--- src/rtl/ahb_to_psxddr_if.sv ---
// AHB-Lite subordinate bus bundle for the PSX DDR bridge.
// HREADY is the bus-level ready fed back from the interconnect.
interface ahb_to_psxddr_if;
    logic        HSEL;
    logic [31:0] HADDR;
    logic [1:0]  HTRANS;
    logic        HWRITE;
    logic [2:0]  HSIZE;
    logic [2:0]  HBURST;
    logic [7:0]  HWSTRB;
    logic [63:0] HWDATA;
    logic        HREADY;
    logic [63:0] HRDATA;
    logic        HREADYOUT;
    logic [1:0]  HRESP;

    modport master (
        output HSEL, HADDR, HTRANS, HWRITE, HSIZE, HBURST,
        output HWSTRB, HWDATA, HREADY,
        input  HRDATA, HREADYOUT, HRESP
    );

    modport slave (
        input  HSEL, HADDR, HTRANS, HWRITE, HSIZE, HBURST,
        input  HWSTRB, HWDATA, HREADY,
        output HRDATA, HREADYOUT, HRESP
    );
endinterface

--- src/rtl/ahb_to_psxddr.sv ---
// AHB-Lite 64-bit subordinate to PSX DDRAM single-beat request bridge.
// One outstanding DDRAM request at a time; bursts are split into singles.
module ahb_to_psxddr (
    input  logic                 HCLK,
    input  logic                 RESETN,
    ahb_to_psxddr_if.slave       ahb,
    input  logic                 DDRAM_BUSY,
    output logic [7:0]           DDRAM_BURSTCNT,
    output logic [28:0]          DDRAM_ADDR,
    output logic                 DDRAM_RD,
    output logic                 DDRAM_WE,
    output logic [63:0]          DDRAM_DIN,
    output logic [7:0]           DDRAM_BE,
    input  logic [63:0]          DDRAM_DOUT,
    input  logic                 DDRAM_DOUT_READY
);

    typedef enum logic [2:0] {
        IDLE,
        WCAP,
        WREQ,
        RREQ,
        RWAIT,
        ERR1,
        ERR2
    } state_t;

    state_t      state;
    state_t      state_n;
    logic        acc;
    logic        legal;
    logic        hreadyout;
    logic [1:0]  hresp;
    logic [63:0] hrdata_q;
    logic        unused_ok;

    assign unused_ok = ^{ahb.HADDR[31:29], ahb.HADDR[2:0],
                         ahb.HTRANS[0], ahb.HBURST};

    // Address phases are only sampled while our data phase is ready.
    assign acc = ((state == IDLE) || (state == ERR2)) &&
                 ahb.HSEL && ahb.HTRANS[1] && ahb.HREADY;
    assign legal = (ahb.HSIZE == 3'b011);

    assign DDRAM_BURSTCNT = 8'd1;
    assign ahb.HREADYOUT  = hreadyout;
    assign ahb.HRESP      = hresp;
    assign ahb.HRDATA     = hrdata_q;

    always_ff @(posedge HCLK or negedge RESETN) begin
        if (!RESETN) begin
            state <= IDLE;
        end else begin
            state <= state_n;
        end
    end

    always_comb begin
        state_n   = state;
        hreadyout = 1'b1;
        hresp     = 2'b00;
        unique case (state)
            IDLE, ERR2: begin
                if (state == ERR2) begin
                    hresp = 2'b01;
                end
                if (acc) begin
                    if (!legal) begin
                        state_n = ERR1;
                    end else if (ahb.HWRITE) begin
                        state_n = WCAP;
                    end else begin
                        state_n = RREQ;
                    end
                end else begin
                    state_n = IDLE;
                end
            end
            WCAP: begin
                hreadyout = 1'b0;
                state_n   = WREQ;
            end
            WREQ: begin
                hreadyout = 1'b0;
                if (!DDRAM_BUSY) begin
                    state_n = IDLE;
                end
            end
            RREQ: begin
                hreadyout = 1'b0;
                if (!DDRAM_BUSY) begin
                    state_n = RWAIT;
                end
            end
            RWAIT: begin
                hreadyout = 1'b0;
                if (DDRAM_DOUT_READY) begin
                    state_n = IDLE;
                end
            end
            ERR1: begin
                hreadyout = 1'b0;
                hresp     = 2'b01;
                state_n   = ERR2;
            end
            default: begin
                state_n = IDLE;
            end
        endcase
    end

    always_ff @(posedge HCLK or negedge RESETN) begin
        if (!RESETN) begin
            DDRAM_ADDR <= '0;
            DDRAM_RD   <= 1'b0;
            DDRAM_WE   <= 1'b0;
            DDRAM_DIN  <= '0;
            DDRAM_BE   <= '0;
            hrdata_q   <= '0;
        end else begin
            if (acc && legal) begin
                DDRAM_ADDR <= {ahb.HADDR[28:3], 3'b000};
                if (!ahb.HWRITE) begin
                    DDRAM_RD <= 1'b1;
                end
            end
            if (state == WCAP) begin
                DDRAM_DIN <= ahb.HWDATA;
                DDRAM_BE  <= ahb.HWSTRB;
                DDRAM_WE  <= 1'b1;
            end
            if ((state == WREQ) && !DDRAM_BUSY) begin
                DDRAM_WE <= 1'b0;
            end
            if ((state == RREQ) && !DDRAM_BUSY) begin
                DDRAM_RD <= 1'b0;
            end
            if ((state == RWAIT) && DDRAM_DOUT_READY) begin
                hrdata_q <= DDRAM_DOUT;
            end
        end
    end

endmodule

--- src/flat_wrapper.sv ---
// flat-port wrapper written by rule: the top's interface ports become plain ports
module ahb_to_psxddr_flat 
  (HCLK, RESETN, DDRAM_BUSY, DDRAM_BURSTCNT, DDRAM_ADDR, DDRAM_RD, DDRAM_WE, DDRAM_DIN, DDRAM_BE, DDRAM_DOUT, DDRAM_DOUT_READY, ahb_HSEL, ahb_HADDR, ahb_HTRANS, ahb_HWRITE, ahb_HSIZE, ahb_HBURST, ahb_HWSTRB, ahb_HWDATA, ahb_HREADY, ahb_HRDATA, ahb_HREADYOUT, ahb_HRESP);
  ahb_to_psxddr_if ahb_i ();
  input  logic HCLK;
  input  logic RESETN;
  input  logic DDRAM_BUSY;
  output logic [7:0] DDRAM_BURSTCNT;
  output logic [28:0] DDRAM_ADDR;
  output logic DDRAM_RD;
  output logic DDRAM_WE;
  output logic [63:0] DDRAM_DIN;
  output logic [7:0] DDRAM_BE;
  input  logic [63:0] DDRAM_DOUT;
  input  logic DDRAM_DOUT_READY;
  input wire logic [$bits(ahb_i.HSEL)-1:0] ahb_HSEL;
  input wire logic [$bits(ahb_i.HADDR)-1:0] ahb_HADDR;
  input wire logic [$bits(ahb_i.HTRANS)-1:0] ahb_HTRANS;
  input wire logic [$bits(ahb_i.HWRITE)-1:0] ahb_HWRITE;
  input wire logic [$bits(ahb_i.HSIZE)-1:0] ahb_HSIZE;
  input wire logic [$bits(ahb_i.HBURST)-1:0] ahb_HBURST;
  input wire logic [$bits(ahb_i.HWSTRB)-1:0] ahb_HWSTRB;
  input wire logic [$bits(ahb_i.HWDATA)-1:0] ahb_HWDATA;
  input wire logic [$bits(ahb_i.HREADY)-1:0] ahb_HREADY;
  output wire logic [$bits(ahb_i.HRDATA)-1:0] ahb_HRDATA;
  output wire logic [$bits(ahb_i.HREADYOUT)-1:0] ahb_HREADYOUT;
  output wire logic [$bits(ahb_i.HRESP)-1:0] ahb_HRESP;
  assign ahb_i.HSEL = ahb_HSEL;
  assign ahb_i.HADDR = ahb_HADDR;
  assign ahb_i.HTRANS = ahb_HTRANS;
  assign ahb_i.HWRITE = ahb_HWRITE;
  assign ahb_i.HSIZE = ahb_HSIZE;
  assign ahb_i.HBURST = ahb_HBURST;
  assign ahb_i.HWSTRB = ahb_HWSTRB;
  assign ahb_i.HWDATA = ahb_HWDATA;
  assign ahb_i.HREADY = ahb_HREADY;
  assign ahb_HRDATA = ahb_i.HRDATA;
  assign ahb_HREADYOUT = ahb_i.HREADYOUT;
  assign ahb_HRESP = ahb_i.HRESP;
  ahb_to_psxddr u_core (.HCLK(HCLK), .RESETN(RESETN), .ahb(ahb_i), .DDRAM_BUSY(DDRAM_BUSY), .DDRAM_BURSTCNT(DDRAM_BURSTCNT), .DDRAM_ADDR(DDRAM_ADDR), .DDRAM_RD(DDRAM_RD), .DDRAM_WE(DDRAM_WE), .DDRAM_DIN(DDRAM_DIN), .DDRAM_BE(DDRAM_BE), .DDRAM_DOUT(DDRAM_DOUT), .DDRAM_DOUT_READY(DDRAM_DOUT_READY));
endmodule
--- config.mk ---
export PLATFORM = sky130hd
export DESIGN_NAME = ahb_to_psxddr_flat
export DESIGN_NICKNAME = d
export VERILOG_FILES = /design/src/rtl/ahb_to_psxddr_if.sv /design/src/rtl/ahb_to_psxddr.sv /design/src/flat_wrapper.sv
export SDC_FILE = /design/constraint.sdc
export NUM_CORES = 1
export LEC_CHECK = 0
export CAP_MARGIN = 0
export CORE_MARGIN = 10
export CORE_UTILIZATION = 39
export DETAILED_ROUTE_END_ITERATION = 8
export PLACE_DENSITY_LB_ADDON = 0.3
export SYNTH_ARGS = -nofsm -noshare
export SYNTH_HDL_FRONTEND = slang
export SYNTH_SLANG_ARGS = --single-unit
export TNS_END_PERCENT = 5
--- constraint.sdc ---
create_clock -name HCLK -period 2.7 [get_ports HCLK]
set_clock_uncertainty 0.2 [all_clocks]
set_input_delay 0.405 -clock HCLK [delete_from_list [all_inputs] [get_ports HCLK]]
set_output_delay 0.405 -clock HCLK [all_outputs]
set_load 0.005 [all_outputs]
Word level (Yosys, flattened, before mapping)
Cells that the tools add are included.
Operators by class
  muxes and demuxes: 15
  reductions and logical operators: 16
  equal/unequal tests: 11
Operators with widths (number)
  3-bit case mux with 6 select lines: 1
  3-bit two-way mux: 5
  3-bit by 2-bit == test with 1-bit output (second input constant): 3
  3-bit == test (second input constant): 3
  1-bit logical AND: 7
  1-bit two-way mux: 7
  2-bit != test (second input constant): 3
  5-bit OR reduction: 1
  2-bit case mux with 2 select lines: 1
  2-bit nonzero test: 2
  3-bit by 1-bit == test with 1-bit output (second input constant): 1
  3-bit zero test: 1
  3-bit AND reduction: 1
  2-bit two-way mux: 1
  2-bit by 1-bit != test with 1-bit output (second input constant): 1
  2-bit AND reduction: 1
  2-bit OR reduction: 1
  1-bit zero test: 1
  1-bit logical OR: 1
Storage, ports and cells
  input bits: 183
  bits in registers: 167
  word-level logic and storage cells: 49
  output and inout port bits: 178

Longest topological paths before layout
  word-level depth: 8
  mapped depth: 5
  gate-level depth less buffers: 3

Worst setup path after synthesis
Ideal clock, no wire load.
  kind: register -> register
  start: reg u_core.state[0]
  end: reg u_core.DDRAM_ADDR[10]
  clock period less this slack: 1.906 ns
  required time: 2.375 ns
  slack: 0.794 ns
  setup time: 0.125 ns
  path buffers: 2
  stages on the path, launching flop included: 6
  data arrival time: 1.581 ns
  cells stage by stage: dfrtp_1 > buf_2 > nand4b_4 > nor3_4 > buf_4 > mux2_2
Between the ends
  word-level cells in the longest chain between the ends: 6
  elaborated cells on any way between the ends: 7
  those cells by class: eq/ne: 1; reduce/logical: 6
Ends and longest elaborated chain
  from (decl): line ahb_to_psxddr.sv:28  | state_t state;
  from (signal assigned): line ahb_to_psxddr.sv:54  | state <= state_n;
  3-bit == test / 3-bit zero test (equally long branches): line ahb_to_psxddr.sv:41  | assign acc = ((state == IDLE) || (state == ERR2)) &&
  1-bit logical OR *: line ahb_to_psxddr.sv:41
  1-bit logical AND *: line ahb_to_psxddr.sv:41
  1-bit logical AND * (2 in a row): line ahb_to_psxddr.sv:42  | ahb.HSEL && ahb.HTRANS[1] && ahb.HREADY;
  1-bit logical AND *: line ahb_to_psxddr.sv:121  | if (acc && legal) begin
  to (signal assigned): line ahb_to_psxddr.sv:122  | DDRAM_ADDR <= {ahb.HADDR[28:3], 3'b000};
  to (decl): line ahb_to_psxddr.sv:9  | output logic [28:0] DDRAM_ADDR,
Every way passes the cells marked *; elsewhere a longest branch is shown, timed or not.
A chain may end at the register's enable or synchronous reset.

Worst setup path in the final report
  start: reg u_core.state[2]
  end: out ahb_HREADYOUT
Between the ends
  word-level cells in the longest chain between the ends: 3
  elaborated cells on any way between the ends: 7
  those cells by class: eq/ne: 5; mux: 1; reduce/logical: 1
Ends and longest elaborated chain
  3-bit == test, or another cell as far along: line ahb_to_psxddr.sv:62  | unique case (state)
  5-bit OR reduction (no line) *
  1-bit two-way mux *: line ahb_to_psxddr.sv:62
  to (decl): line flat_wrapper.sv:26  | output wire logic [$bits(ahb_i.HREADYOUT)-1:0] ahb_HREADYOUT;
Marks and branches as above.

==> results_dict.tcl <==
set metrics [dict create \
    peakVddDrop_mv 0.561 \
    die_h_um 149 \
    hpwl_um 15800 \
    grt_pass1_vias 5288 \
    cp_data_required_time_ps 2100 \
    leakagePower_uw 0.00446 \
    tightest_slew_ps 546 \
    mostFrequentLayoutCells "clkdlybuf4s50_1, dfrtp_1, mux2_2" \
    area_growth_pct 64.7 \
    core_mm2 0.0164 \
    r2r_setup_slack_ps 700 \
    cpMaxStageDelayCell "clkdlybuf4s50_1" \
    ant_nets 0 \
    drt-total-wl_um 20000 \
    drive_above_1_share_pct 25.9 \
    row_count 47 \
    yosys_warnings 0 \
    p_per_area_mw_per_mm2 1030 \
    initial_core_util_pct 39.5 \
    setup_violations 0 \
    h-tree-depth 4 \
    r2r_cells 4 \
    clk_path_buf_depth 2 \
    cts_tree "yes" \
    drc_errors 0 \
    hp-class "flip-flop to flip-flop" \
    start_kind "flip-flop" \
    outcome "finished, final reports clean" \
    hold_violations 0 \
    ys_seq_area_share_pct 64.5 \
    synth_area_mm2 0.00648 \
    via_count 4522 \
    antenna_found_initial 0 \
    ys_seq_elements 167 \
    cp-end-kind "output pin" \
    clkTransAtPathRegs_ps 60 \
    vias_per_cell 4.67 \
    place.gp.congestion 0.769 \
    antenna_cells 0 \
    drt_first_iter_violations 168 \
    cp_cell_sequence "inv_1 > nand3_1 > o21ai_0 > clkdlybuf4s50_1" \
    finalCritPeriodShare_pct 92.0 \
    critPathMaxFanout 8 \
    worst-path-buf-inv 2 \
    cp_top_family "buffers and inverters" \
    grt_max_degree 73 \
    finalPower_uw 11000 \
    ios 361 \
    fp.dieArea_mm2 0.0222 \
    cts-root-buf "clkbuf_16" \
    cp.arrival_ps 1880 \
    grt_usage_pct 18.0 \
    r2r_start "u_core.state[2]" \
    slowest_delay_ps 560 \
    synth_cell_types 30 \
    reg2reg_to "u_core.ahb.HRDATA[14]" \
    synthCells 393 \
    slew_headroom_pct 63.6 \
    setup_tns_ps 0 \
    clkSinkCount 167 \
    min_to "u_core.DDRAM_DIN[28]" \
    fin_nets 920 \
    finalCriticalPeriod_ps 2480 \
    cts_made_buffers 17 \
    hp-start "u_core.DDRAM_DIN[28]" \
    path_depth 4 \
    avgRoutedWirePerCell_um 20.7 \
    grt_pass1_wl_um 30800 \
    die_w_um 149 \
    path_class "flip-flop to output pin" \
    drv_slew 0 \
    max_freq_mhz 403 \
    grt_overflow 0 \
    cap_violations 0 \
    worstSkewPairLatency_ps 410 \
    rsz0062_at_grt "false" \
    layout_commonest_cell "clkdlybuf4s50_1" \
    syn_avg_cell_area_um2 16.5 \
    hold_depth 1 \
    io_buffers 338 \
    drtPass1Iterations 4 \
]
## worst reg2reg max path, stage by stage (launching register included)
cell	delay (ps)
dfrtp_1	500
inv_1	200
nor3_4	250
buf_12	330
mux2_2	400
## cell type report
class / instances / area (um^2)
inverter: 3 / 11.3
tap: 220 / 275
multi-input combinational: 203 / 2110
fill: 1185 / 5730
sequential: 167 / 4180
clock inverter: 11 / 150
clock buffer: 20 / 447
timing repair buffer: 345 / 3500
## through the flow
step	cell area, um^2	util, %	hold slack (ps)	std cells	worst slack, ps
3_3_place_gp	10100	61.4	199	937	509
3_5_place_dp	10100	61.4	213	937	463
2_1_floorplan	6520	-	-90.6	403	794
6_report	10700	65.1	285	969	216
4_1_cts	10700	65.1	290	969	75.2
5_1_grt	10700	65.1	299	969	73.3
## worst max path at each step
stage	endpoint	from
after global routing	ahb_HREADYOUT	u_core.state[2]
after CTS	ahb_HREADYOUT	u_core.state[1]
after detailed placement	u_core.ahb.HRDATA[31]	DDRAM_DOUT_READY
after floorplan	u_core.DDRAM_ADDR[10]	u_core.state[0]
after global placement	u_core.DDRAM_ADDR[27]	ahb_HREADY
final	ahb_HREADYOUT	u_core.state[2]
## cells in the mapped netlist, drive strengths merged
cell type / n / area share [%]
dfrtp: 167 / 64
mux2: 162 / 28
buf: 30 / 3.4
inv: 3 / 0.17
nor2: 3 / 0.21
o21ai: 3 / 0.23
a21oi: 2 / 0.15
conb: 2 / 0.12
nand2b: 2 / 0.19
nor3: 2 / 0.50
nor3b: 2 / 0.23
a211o: 1 / 0.14
a22o: 1 / 0.14
and2: 1 / 0.097
nand2: 1 / 0.058
nand3: 1 / 0.077
nand3b: 1 / 0.12
nand4b: 1 / 0.37
nor2b: 1 / 0.097
nor4: 1 / 0.097
o221a: 1 / 0.17
o22ai: 1 / 0.097
o31ai: 1 / 0.12
o32a: 1 / 0.15
xnor2: 1 / 0.14
xor2: 1 / 0.25
## cell families after synthesis
family          after synthesis  synth area share [%]
flops                       167                  64.5
xor+xnor                      2                 0.386
simple gates                 16                  2.05
mux                         162                  28.2
buf+inv                      33                  3.61
other cells                   2                 0.116
compound gates               11                  1.20
## registers in the layout (all words and copies together), names as in the netlist
name               flops
u_core.DDRAM_ADDR     26
u_core.DDRAM_WE        1
u_core.DDRAM_BE        8
u_core.state           3
u_core.ahb.HRDATA     64
u_core.DDRAM_RD        1
u_core.DDRAM_DIN      64
## per-layer routing
layer / share of wire (%) / wire, um / track usage, %
met1: 34 / 6870 / 18.1
met4: 2.0 / 409 / 6.72
met3: 12 / 2380 / 9.56
met5: 0 / 0 / 0
met2: 52 / 10400 / 31.0
## where the power goes
part           switching, uW  total, uW  internal [uW]  leakage (uW)
combinational           1300       4300           3000       0.00214
sequential               635       4280           3650       0.00204
clock                    969       2450           1480      0.000286
## timing repair
item / 4_1_cts / 5_1_grt
setup endpoints to repair: 0 / 1
endpoints found under the hold margin: 51 / 0
buffers inserted: 0 / 0
hold buffers: 1 / 0
gates resized for setup: 0 / 1
No activity file was read; power rests on OpenSTA's default activity.
